**config.mk**
```make
export PLATFORM = sky130hd
export DESIGN_NAME = tile_flusher_flat
export DESIGN_NICKNAME = d
export VERILOG_FILES = /design/src/rtl/tile_flusher_if.sv /design/src/rtl/tile_flusher.sv /design/src/flat_wrapper.sv
export SDC_FILE = /design/constraint.sdc
export NUM_CORES = 1
export LEC_CHECK = 0
export BUFFER_PORTS_ARGS = -buffer_cell sky130_fd_sc_hd__buf_4
export CAP_MARGIN = 20
export CORE_MARGIN = 2
export CORE_UTILIZATION = 34
export CTS_BUF_LIST = sky130_fd_sc_hd__clkbuf_16
export DETAILED_ROUTE_END_ITERATION = 6
export PLACE_DENSITY = 0.62
export SYNTH_ARGS = -nofsm -noshare
export SYNTH_HDL_FRONTEND = slang
export SYNTH_SLANG_ARGS = --single-unit
```
**constraint.sdc**
```tcl
create_clock -name clk -period 5.7 [get_ports clk]
set_input_delay 0.855 -clock clk [delete_from_list [all_inputs] [get_ports clk]]
set_output_delay 0.855 -clock clk [all_outputs]
set_load 0.005 [all_outputs]
```
**src/rtl/tile_flusher_if.sv**
```systemverilog
// Framebuffer write port: valid/ready handshake carrying one RGB565 pixel
// and its framebuffer address.
interface tile_flusher_if;
   logic [15:0] fb_write_addr;
   logic [15:0] fb_write_data;
   logic        fb_write_valid;
   logic        fb_write_ready;

   modport master (
      output fb_write_addr,
      output fb_write_data,
      output fb_write_valid,
      input  fb_write_ready
   );

   modport slave (
      input  fb_write_addr,
      input  fb_write_data,
      input  fb_write_valid,
      output fb_write_ready
   );
endinterface

```
**src/rtl/tile_flusher.sv**
```systemverilog
// Streams a rasterised tile from the tile BRAM to the framebuffer in raster
// order, substituting the background colour for wiped pixels.
module tile_flusher #(
   parameter int unsigned TILE_W   = 20,
   parameter int unsigned TILE_H   = 45,
   parameter int unsigned FB_WIDTH = 320,
   parameter logic [15:0] BG_COLOR = 16'h0000
) (
   input  logic        clk,
   input  logic        rst,
   input  logic        start,
   input  logic [8:0]  x_offset,
   input  logic [7:0]  y_offset,
   output logic [9:0]  tile_bram_read_addr,
   input  logic [31:0] tile_bram_read_data,
   tile_flusher_if.master fb,
   output logic        busy,
   output logic        done
);

   localparam int unsigned NPIX = TILE_W * TILE_H;
   localparam int unsigned XW   = $clog2(TILE_W);
   localparam int unsigned YW   = $clog2(TILE_H);

   typedef enum logic [1:0] {S_IDLE, S_READING, S_DRAINING, S_DONE} state_t;
   state_t state, state_nx;

   logic [8:0]    x_off_l;
   logic [7:0]    y_off_l;
   logic [9:0]    rd_cnt;
   logic [XW-1:0] rd_x;
   logic [YW-1:0] rd_y;
   logic [9:0]    wr_cnt;

   logic [1:0]    vld_pipe;
   logic [15:0]   addr_p0, addr_p1;
   logic [1:0]    inflight;

   logic [31:0]   fifo_mem [4];
   logic [1:0]    wr_ptr, rd_ptr;
   logic [2:0]    fifo_count;

   logic          issue, last_issue, push, pop, fifo_valid;
   logic [8:0]    y_sum;
   logic [9:0]    x_sum;
   logic [15:0]   pix_addr;
   logic [15:0]   push_data;

   always_comb begin
      inflight   = {1'b0, vld_pipe[0]} + {1'b0, vld_pipe[1]};
      // Issue only when the FIFO is guaranteed room for every outstanding read.
      issue      = (state == S_READING) && ((fifo_count + {1'b0, inflight}) < 3'd4);
      last_issue = issue && (rd_cnt == 10'(NPIX - 1));
      push       = vld_pipe[1];
      fifo_valid = (fifo_count != 3'd0);
      pop        = fifo_valid && fb.fb_write_ready;
      y_sum      = {1'b0, y_off_l} + 9'(rd_y);
      x_sum      = {1'b0, x_off_l} + 10'(rd_x);
      pix_addr   = 16'(17'(y_sum) * 17'(FB_WIDTH) + 17'(x_sum));
      push_data  = (tile_bram_read_data == '1) ? BG_COLOR : tile_bram_read_data[15:0];
   end

   always_ff @(posedge clk) begin
      if (rst) state <= S_IDLE;
      else     state <= state_nx;
   end

   always_comb begin
      state_nx = state;
      busy     = (state != S_IDLE);
      done     = (state == S_DONE);
      unique case (state)
         S_IDLE:     if (start) state_nx = S_READING;
         S_READING:  if (last_issue) state_nx = S_DRAINING;
         S_DRAINING: if ((wr_cnt + 10'(pop)) == 10'(NPIX)) state_nx = S_DONE;
         S_DONE:     state_nx = S_IDLE;
         default:    state_nx = S_IDLE;
      endcase
   end

   always_ff @(posedge clk) begin
      if (rst) begin
         x_off_l    <= '0;
         y_off_l    <= '0;
         rd_cnt     <= '0;
         rd_x       <= '0;
         rd_y       <= '0;
         wr_cnt     <= '0;
         vld_pipe   <= '0;
         addr_p0    <= '0;
         addr_p1    <= '0;
         wr_ptr     <= '0;
         rd_ptr     <= '0;
         fifo_count <= '0;
      end else begin
         if (state == S_IDLE && start) begin
            x_off_l <= x_offset;
            y_off_l <= y_offset;
            rd_cnt  <= '0;
            rd_x    <= '0;
            rd_y    <= '0;
            wr_cnt  <= '0;
         end
         // The address parks on the final pixel once the tile is fully issued.
         if (issue) begin
            if (!last_issue) rd_cnt <= rd_cnt + 10'd1;
            if (rd_x == XW'(TILE_W - 1)) begin
               rd_x <= '0;
               rd_y <= rd_y + YW'(1);
            end else begin
               rd_x <= rd_x + XW'(1);
            end
         end
         vld_pipe <= {vld_pipe[0], issue};
         addr_p0  <= pix_addr;
         addr_p1  <= addr_p0;
         if (push) wr_ptr <= wr_ptr + 2'd1;
         if (pop) begin
            rd_ptr <= rd_ptr + 2'd1;
            wr_cnt <= wr_cnt + 10'd1;
         end
         fifo_count <= fifo_count + 3'(push) - 3'(pop);
      end
   end

   always_ff @(posedge clk) begin
      if (push) fifo_mem[wr_ptr] <= {addr_p1, push_data};
   end

   always_comb begin
      tile_bram_read_addr = rd_cnt;
      fb.fb_write_valid   = fifo_valid;
      fb.fb_write_addr    = fifo_valid ? fifo_mem[rd_ptr][31:16] : '0;
      fb.fb_write_data    = fifo_valid ? fifo_mem[rd_ptr][15:0]  : '0;
   end

endmodule
```
**src/flat_wrapper.sv**
```systemverilog
// flat-port wrapper written by rule: the top's interface ports become plain ports
module tile_flusher_flat 
#(
   parameter int unsigned TILE_W   = 20,
   parameter int unsigned TILE_H   = 45,
   parameter int unsigned FB_WIDTH = 320,
   parameter logic [15:0] BG_COLOR = 16'h0000
)
  (clk, rst, start, x_offset, y_offset, tile_bram_read_addr, tile_bram_read_data, busy, done, fb_fb_write_addr, fb_fb_write_data, fb_fb_write_valid, fb_fb_write_ready);
  tile_flusher_if fb_i ();
  input  logic clk;
  input  logic rst;
  input  logic start;
  input  logic [8:0] x_offset;
  input  logic [7:0] y_offset;
  output logic [9:0] tile_bram_read_addr;
  input  logic [31:0] tile_bram_read_data;
  output logic busy;
  output logic done;
  output wire logic [$bits(fb_i.fb_write_addr)-1:0] fb_fb_write_addr;
  output wire logic [$bits(fb_i.fb_write_data)-1:0] fb_fb_write_data;
  output wire logic [$bits(fb_i.fb_write_valid)-1:0] fb_fb_write_valid;
  input wire logic [$bits(fb_i.fb_write_ready)-1:0] fb_fb_write_ready;
  assign fb_fb_write_addr = fb_i.fb_write_addr;
  assign fb_fb_write_data = fb_i.fb_write_data;
  assign fb_fb_write_valid = fb_i.fb_write_valid;
  assign fb_i.fb_write_ready = fb_fb_write_ready;
  tile_flusher #(.TILE_W(TILE_W), .TILE_H(TILE_H), .FB_WIDTH(FB_WIDTH), .BG_COLOR(BG_COLOR)) u_core (.clk(clk), .rst(rst), .start(start), .x_offset(x_offset), .y_offset(y_offset), .tile_bram_read_addr(tile_bram_read_addr), .tile_bram_read_data(tile_bram_read_data), .fb(fb_i), .busy(busy), .done(done));
endmodule
```
==> summary.txt <==
share of layout cells above drive strength 1 -> 21.2%
CP Launch Type -> flop
Distinct cells, synth -> 72
dominant cell type by area after synthesis -> edfxtp_1
Slew Viols, Final -> 0
Clock transition at path regs -> 60 ps
max_cap viols -> 0
Reg2Reg Depth -> 15
Post-Syn Nets -> 910
Post-Layout Cell Count -> 1308
Hold Path Sink -> u_core.addr_p1[5]
Layout area overhead -> 17.8%
Area contributors post-synth -> edfxtp_1, dfxtp_1, mux4_2, ha_1, and2_1
cts bufs inserted -> 24
Antenna Violating Nets Remaining -> 0
Clock Tree Root -> clkbuf_16
placed cell area -> 11100 um^2
Clk Latency, worst-skew pair -> 520 ps
ant diodes -> 0
Total GRT Usage -> 12.6%
via/cell ratio -> 4.83
Post-synth EDFFs -> 128
CTS sink count -> 221
Data arrival, critical path -> 4210 ps
top_reg_cell synth -> edfxtp_1
Via Count -> 6315
initial antenna violation count -> 0
Die H -> 176 um
Clock Path Buffers -> 3
CTS tree -> done
Worst R2R Start -> u_core.rd_y[0]
Final GP Congestion -> 0.774
unrepaired setup endpoints after global routing -> false
Setup CP Type -> flop to flop
io pins -> 98
VDD IR-drop max -> 172 uV
top cells by count, synth -> edfxtp_1, dfxtp_1, nor2_1
HP Class -> flop to flop
initial core utilization -> 34.7%
r2r endpoint -> u_core.addr_p0[14]
final hold vios -> 0
period utilization -> 67.5%
hold path cells -> 1
DP Wirelength -> 12600 um
outcome -> complete, no violations
Synth top area share -> 38.4%
CTS resizes -> 0
Post-Synthesis Cells -> 811
f_max -> 260 MHz
worst-margin pin slew -> 910 ps
DR WL met3 -> 1010 um
Iteration-0 DRC Markers -> 328
met2 routed WL -> 8510 um
Detailed Routing Iterations Pass 1 -> 4
Core ar. -> 28900 um^2
Yosys Warn Count -> 0
# rows -> 62
Die ar. -> 30800 um^2
Pwr Density -> 376 nW/um^2
post-CTS setup repair buffer count -> 0
vias in the first global route -> 6301
width of the die -> 176 um
WP data required -> 6060 ps
Leak Pwr -> 4.37 nW
WL met1 -> 9540 um
Slew headroom -> 39.3%
clock period minus final worst setup slack -> 3850 ps
final-report setup violation count -> 0
Final Cell Area -> 11800 um^2
largest stage delay on the critical path -> 400 ps
sequential-to-total area share from yosys stat -> 57.0%
fraction of registers with async set/reset -> 0%
CP cell instances -> ha_1, fa_1, a21o_1, a21oi_1, xnor2_1, and2_1, or2_2, inv_1, ha_1, a211oi_1, nor2_1, nor4_1, o311ai_0, xor2_1, nor2_1
Cell Area, Synth -> 10000 um^2
final wirelength -> 19500 um
largest net degree at the start of global routing -> 91
Yosys reg bits -> 221
total power -> 4.44 mW
CTS Hold Bufs -> 0
Setup TNS -> 0 ps
Residual DRC -> 0
Critical Path End Type -> flop
top-count cell post-synth -> edfxtp_1
Worst path slowest cell -> fa_1
port bufs -> 97
final clock skew -> 10.4 ps
startpoint of the worst hold path -> u_core.addr_p0[5]
GRT overflow -> 0
Total Nets Final -> 1005
uppermost routed layer -> met4
biggest fanout along the worst timing path -> 5
H-Tree Depth -> 1
placed cells -> 1264
Reg2Reg Setup Slack -> 1850 ps
post-DR wirelength/cell -> 14.9 um
first-pass GRT wire length -> 31900 um
average size of a mapped cell -> 12.3 um^2
==> metrics by stage <==
step           utilization, %  hold slack [ps]  worst slack (ps)
5_1_grt                  40.9              452              1530
2_1_floorplan               -              414              2170
6_report                 40.9              432              1850
4_1_cts                  40.9              436              1780
3_3_place_gp             38.4              418              1840
3_5_place_dp             38.4              426              1810
==> layer usage <==
metal,track usage [%],vias up
li1,-,3149
met1,18.1,2987
met2,20.0,146
met3,2.19,33
met4,2.93,0
met5,0,-
==> final cells by class <==
cell class	count	area, um^2
clock buffer	24	601
clock inverter	20	104
fill	2768	17100
inverter	23	86.3
multi-input combinational	532	4030
sequential	221	5710
tap	384	480
timing repair buffer	104	781
==> placed cells by master, fill, tap and decap left out, types with 7 or more instances in the layout <==
cell / netlist / final
xor2_1: 17 / 17
o21ai_0: 18 / 18
nand3_1: 18 / 18
nor3_1: 8 / 8
buf_4: 3 / 104
edfxtp_1: 128 / 128
nor2b_1: 23 / 23
and2_1: 59 / 59
xnor2_1: 12 / 12
inv_1: 23 / 30
clkbuf_16: 0 / 24
ha_1: 42 / 42
nand4_1: 12 / 12
a211oi_1: 7 / 7
nor2_1: 67 / 67
a21oi_1: 53 / 53
and3_1: 8 / 8
nand2_1: 60 / 60
mux4_2: 32 / 32
dfxtp_1: 93 / 92
==> state kept, by name, indices dropped and copies added (netlist names), named ones only <==
register / flops
u_core.fifo_mem: 128
u_core.addr_p0: 16
u_core.addr_p1: 16
u_core.tile_bram_read_addr: 10
u_core.wr_cnt: 10
u_core.x_off_l: 9
u_core.y_off_l: 8
u_core.rd_y: 6
u_core.rd_x: 5
u_core.fifo_count: 3
u_core.rd_ptr: 2
u_core.state: 2
u_core.vld_pipe: 2
u_core.wr_ptr: 2
==> critical path: cells and delay by family (launching register included) <==
family | cells | cell delay, ps
and+or+nand+nor | 5 | 1080
AOI/OAI and AO/OA | 4 | 980
adders and majority gates | 3 | 870
DFF | 1 | 350
xor gates and xnor gates | 2 | 330
buffers and inverters | 1 | 70
==> report_power, final <==
| group | switching [mW] | internal [mW] | total (mW) |
|---|---|---|---|
| logic | 0.606 | 0.577 | 1.18 |
| clock network | 0.606 | 0.766 | 1.37 |
| registers | 0.0769 | 1.81 | 1.88 |
| total | 1.29 | 3.15 | 4.44 |
==> kinds of logic (layout without fill, tap and decap cells) <==
logic type / after synthesis / count (layout) / synth area share, %
and+or+nand+nor: 290 / 290 / 15.3
muxes: 38 / 38 / 7.82
buffers and inverters: 58 / 171 / 2.68
adders and majority gates: 46 / 46 / 6.05
AOI/OAI and AO/OA: 129 / 129 / 8.59
DFF: 221 / 221 / 57.0
xor gates and xnor gates: 29 / 29 / 2.54
==> worst max path at each step <==
stage	start	depth (start not counted)	slack, ps	end
after global placement	u_core.rd_y[0]	15	1840	u_core.addr_p0[14]
final	u_core.rd_y[0]	15	1850	u_core.addr_p0[14]
after global routing	u_core.rd_y[0]	15	1530	u_core.addr_p0[14]
after floorplan	u_core.rd_y[0]	15	2170	u_core.addr_p0[15]
after detailed placement	u_core.rd_y[0]	15	1810	u_core.addr_p0[14]
after CTS	u_core.rd_y[0]	15	1780	u_core.addr_p0[14]
(Power assumes the default switching activity.)
